[config.mk]
export PLATFORM = sky130hd
export DESIGN_NAME = mac_accum
export DESIGN_NICKNAME = d
export VERILOG_FILES = /design/src/rtl/mac_pkg.sv /design/src/rtl/sat_clip.sv /design/src/rtl/mac_accum.sv
export SDC_FILE = /design/constraint.sdc
export NUM_CORES = 1
export LEC_CHECK = 0
export ABC_CLOCK_PERIOD_IN_PS = 6600
export BUFFER_PORTS_ARGS = -buffer_cell sky130_fd_sc_hd__buf_2
export CORE_MARGIN = 2
export CORE_UTILIZATION = 58
export CTS_CLUSTER_DIAMETER = 50
export DETAILED_ROUTE_END_ITERATION = 7
export PLACE_DENSITY = 0.81
export SKIP_LAST_GASP = 1
export SLEW_MARGIN = 20
export SYNTH_ARGS = -nofsm -noshare
export SYNTH_HDL_FRONTEND = slang
export SYNTH_SLANG_ARGS = --single-unit
[constraint.sdc]
create_clock -name clk -period 6.6 [get_ports clk]
set_input_delay 0.66 -clock clk [delete_from_list [all_inputs] [get_ports clk]]
set_output_delay 0.66 -clock clk [all_outputs]
set_load 0.02 [all_outputs]
[src/rtl/mac_pkg.sv]
// Shared types and default constants for the MAC / NN datapath stages.
package mac_pkg;

  localparam int DEF_WIDTH      = 8;
  localparam int DEF_NUM_INPUTS = 4;

  typedef enum logic {
    ST_ACCUM = 1'b0,
    ST_HOLD  = 1'b1
  } state_t;

endpackage

[src/rtl/sat_clip.sv]
// Signed saturating narrow: clips an IN_W-bit value into OUT_W bits.
module sat_clip #(
  parameter int IN_W  = 18,
  parameter int OUT_W = 16
) (
  input  logic signed [IN_W-1:0]  in_i,
  output logic signed [OUT_W-1:0] out_o
);

  localparam logic signed [OUT_W-1:0] MAX_V = {1'b0, {(OUT_W-1){1'b1}}};
  localparam logic signed [OUT_W-1:0] MIN_V = {1'b1, {(OUT_W-1){1'b0}}};

  // Bits above the output sign must all match the output sign to fit.
  logic [IN_W-OUT_W:0] top;
  assign top = in_i[IN_W-1:OUT_W-1];

  // Pass through when representable, otherwise clamp toward the input sign.
  always_comb begin
    out_o = in_i[OUT_W-1:0];
    if (!((&top) || (~|top)))
      out_o = in_i[IN_W-1] ? MIN_V : MAX_V;
  end

endmodule

[src/rtl/mac_accum.sv]
// Dot-product MAC: accumulates NUM_INPUTS signed products at full precision,
// then saturates the final sum to 2*WIDTH bits and holds it for downstream.
module mac_accum
  import mac_pkg::*;
#(
  parameter int WIDTH      = DEF_WIDTH,
  parameter int NUM_INPUTS = DEF_NUM_INPUTS
) (
  input  logic                      clk,
  input  logic                      rst,
  input  logic                      clr,
  input  logic                      in_valid,
  output logic                      in_ready,
  input  logic signed [WIDTH-1:0]   act_in,
  input  logic signed [WIDTH-1:0]   wgt_in,
  output logic                      out_valid,
  input  logic                      out_ready,
  output logic signed [2*WIDTH-1:0] acc_out
);

  localparam int PW    = 2 * WIDTH;
  localparam int ACC_W = PW + $clog2(NUM_INPUTS);
  // NUM_INPUTS=1 still needs a 1-bit counter to stay a legal vector.
  localparam int CNT_W = (NUM_INPUTS > 1) ? $clog2(NUM_INPUTS) : 1;
  localparam logic [CNT_W-1:0] LAST = CNT_W'(NUM_INPUTS - 1);

  state_t                   state_q, state_d;
  logic signed [ACC_W-1:0]  acc_q, acc_d;
  logic        [CNT_W-1:0]  cnt_q, cnt_d;
  logic signed [PW-1:0]     res_q, res_d;

  logic signed [PW-1:0]     act_x, wgt_x, prod;
  logic signed [ACC_W-1:0]  sum;
  logic signed [PW-1:0]     sum_sat;
  logic                     accept, done, out_hs;

  // Full-width signed product and running sum; accumulator is wide enough
  // that only the final result ever needs clipping.
  assign act_x = PW'(act_in);
  assign wgt_x = PW'(wgt_in);
  assign prod  = act_x * wgt_x;
  assign sum   = acc_q + ACC_W'(prod);

  assign accept = in_valid && in_ready;
  assign done   = accept && (cnt_q == LAST);
  assign out_hs = out_valid && out_ready;

  sat_clip #(.IN_W(ACC_W), .OUT_W(PW)) u_sat (
    .in_i  (sum),
    .out_o (sum_sat)
  );

  // FSM state register.
  always_ff @(posedge clk or posedge rst) begin
    if (rst) state_q <= ST_ACCUM;
    else     state_q <= state_d;
  end

  // FSM next state; clr overrides any beat or handshake.
  always_comb begin
    state_d = state_q;
    if (clr) state_d = ST_ACCUM;
    else begin
      case (state_q)
        ST_ACCUM: if (done)   state_d = ST_HOLD;
        ST_HOLD:  if (out_hs) state_d = ST_ACCUM;
        default:              state_d = ST_ACCUM;
      endcase
    end
  end

  // FSM outputs: handshake flags follow state directly.
  always_comb begin
    in_ready  = 1'b0;
    out_valid = 1'b0;
    case (state_q)
      ST_ACCUM: in_ready  = 1'b1;
      ST_HOLD:  out_valid = 1'b1;
      default:  in_ready  = 1'b0;
    endcase
  end

  // Datapath next state; completing beat latches the clipped sum and rewinds.
  always_comb begin
    acc_d = acc_q;
    cnt_d = cnt_q;
    res_d = res_q;
    if (clr) begin
      acc_d = '0;
      cnt_d = '0;
    end else if (done) begin
      res_d = sum_sat;
      acc_d = '0;
      cnt_d = '0;
    end else if (accept) begin
      acc_d = sum;
      cnt_d = cnt_q + CNT_W'(1);
    end
  end

  // Datapath registers.
  always_ff @(posedge clk or posedge rst) begin
    if (rst) begin
      acc_q <= '0;
      cnt_q <= '0;
      res_q <= '0;
    end else begin
      acc_q <= acc_d;
      cnt_q <= cnt_d;
      res_q <= res_d;
    end
  end

  assign acc_out = res_q;

endmodule

==> reports/results.txt <==
Outcome - completed
Wire length of the first global-routing pass - 16700 um
Port-buffer cells - 38
Core area - 0.00809 mm2
Die area - 0.00897 mm2
Chip height - 94.7 um
Post-Syn Instances - 477
GRT Residual Overflow - 0
Area Overhead vs Synth - 8.31%
Total nets after synthesis - 621
#FFs+latches synth - 37
Worst R2R End - acc_out[12]
Reg2reg path depth - 18
Post-Route WL - 9610 um
Worst reg2reg setup slack - 1170 ps
Num rows - 33
Diode count - 0
Clock-pin transition on the worst setup and hold timing paths - 80 ps
Finished Layout Cells - 622
Worst r2r src - acc_q[6]
Sequential element share of the synthesized area - 0.194
CTS Buf Count - 5
Relative slew slack - 0.277
Slew Limit Fails - 0
Met2 Use GR - 0.417
Ys async rst share - 1.00
Main flop type after synthesis - dfrtp_1
Initial antenna violation count - 0
Post-route minimum period - 5900 ps
Crit-path max FO - 18
RSZ-0062 raised after global routing - no
DRC viols - 0
IO Count - 39
Met1 global-route usage - 0.325
Commonest cells in the netlist - inv_1, fa_1, ha_1
Starting Density - 0.590
Worst Hold Class - in -> async
Netlist Area Pre-Place - 0.00477 mm2
Crit start category - input pin
Gr usage total - 0.237
Yosys warning count - 0
Final TNS setup - 0 ps
Initial DRC Count - 187
Vias/cell - 5.52
Final Cycle Share - 0.893
Max Freq - 0.170 GHz
Number of distinct library cells after synthesis - 42
Synth area leaders - fa_1, dfrtp_1, ha_1
GP Congestion - 0.903
Post-CTS Hold Buffers - 0
Final net count - 660
Crit path arrival time - 6040 ps
CP Capture Type - flop
DR WL/cell - 15.5 um
Hold Vio Cnt, Final - 0
Setup Viol. Count Final - 0
Vias - 3435
Post-Route Utilization - 0.639
Final worst clock skew - 14.6 ps
Synth top area share - 0.335
CTS tree - built
Layout cell share with drive strength beyond 1 - 0.116
Most frequent cell after synthesis - inv_1
Crit path kind - in -> reg
Largest net degree at the start of global routing - 38
Cell taking the most area after synthesis - fa_1
Setup Fix Bufs, Post-CTS - 0
Slew @ Worst Pin - 1080 ps
Vias in the first global route - 3619
Mapped Avg Cell Area - 10.0 um2
Critical Path RT - 6740 ps
Gr busiest metal - met2
Post-cts gate resize count - 0
FF/Latch Area - 926 um2
Setup crit start - wgt_in[1]
Number of synthesized flops with an enable pin - 0
Max_cap viols - 0
Sinks on Clock Net - 37
First-pass DRT Iterations - 5
Final ANT Viol Nets - 0
Final setup margin - 704 ps
Skew-Pair Late Insertion Delay - 300 ps
CTS H-tree depth - 2
Area of the multi-input gates - 0.00345 mm2
Root Driver - clkbuf_8
Pre-CTS WS - 433 ps
Die width - 94.7 um
Dpl hpwl - 8210 um
Fill count - 673
Clk buf depth - 2
Met3 Usage GRT - 0.0255
Placed Instances - 614
layer usage:
| metal | up-vias | wire length, um |
|---|---|---|
| met3 | 17 | 365 |
| met5 | - | 0 |
| met2 | 90 | 4980 |
| met1 | 1742 | 4140 |
| li1 | 1586 | - |
| met4 | 0 | 131 |
placed cells by master (no fill, tap or decap), types with 2 or more instances in the layout:
master / Yosys / layout
xnor2_1: 15 / 15
a21boi_1: 2 / 2
nand3_1: 8 / 8
inv_1: 90 / 90
buf_2: 2 / 38
buf_4: 0 / 5
fa_1: 80 / 80
clkbuf_8: 0 / 5
clkinv_4: 0 / 2
ha_1: 43 / 43
nand2_1: 37 / 37
nand4_1: 2 / 2
o21ai_0: 18 / 18
nand4b_1: 2 / 2
a21oi_1: 24 / 24
o21bai_1: 4 / 4
a21o_1: 4 / 4
dfrtp_1: 37 / 37
nand2b_1: 2 / 2
nor2_1: 24 / 24
nor3_1: 3 / 3
xor2_1: 5 / 5
a22o_1: 14 / 14
and2_1: 33 / 33
worst max path at each step:
stage,depth (start not counted),slack (ps),to
2_1_floorplan,18,760,acc_out[8]
3_3_place_gp,16,600,acc_out[11]
3_5_place_dp,16,430,acc_out[12]
4_1_cts,16,730,acc_out[12]
5_1_grt,16,490,acc_out[12]
6_report,16,700,acc_out[12]
per-stage QoR:
stage          area (um2)  hold WS [ps]
2_1_floorplan        4770           450
3_3_place_gp         5080           496
3_5_place_dp         5080           501
4_1_cts              5170           473
5_1_grt              5170           491
6_report             5170           452
state kept, by name (all words and copies together) (netlist names):
signal	count
acc_out	16
acc_q	18
cnt_q	2
state_q	1
cell type report:
| cell class | instances | area share |
|---|---|---|
| clock buffers | 5 | 0.0133 |
| clock inverters | 3 | 0.00436 |
| inverters | 91 | 0.0661 |
| multi-input cells | 338 | 0.668 |
| flip-flops and latches | 37 | 0.179 |
| well taps | 105 | 0.0254 |
| repair buffers | 43 | 0.0440 |
logic make-up after synthesis:
kind of cell / share of synthesized area
flops: 0.194
compound gates: 0.111
buf+inv: 0.0839
xor+xnor: 0.0401
fa+ha+maj: 0.448
mux: 0.00210
simple gates: 0.121
critical path: stages:
cell and delay [ps]:
buf_2 180, and2_1 510, fa_1 540, fa_1 500, fa_1 570, fa_1 420
ha_1 300, ha_1 400, a21oi_2 190, a21boi_1 80, or3_4 380, a31o_4 270
a31oi_4 210, xnor2_2 250, a21boi_4 430, a21oi_1 140
Power is not shown: default switching activity piles up to over one toggle a cycle in this logic, so the estimate is an artifact.
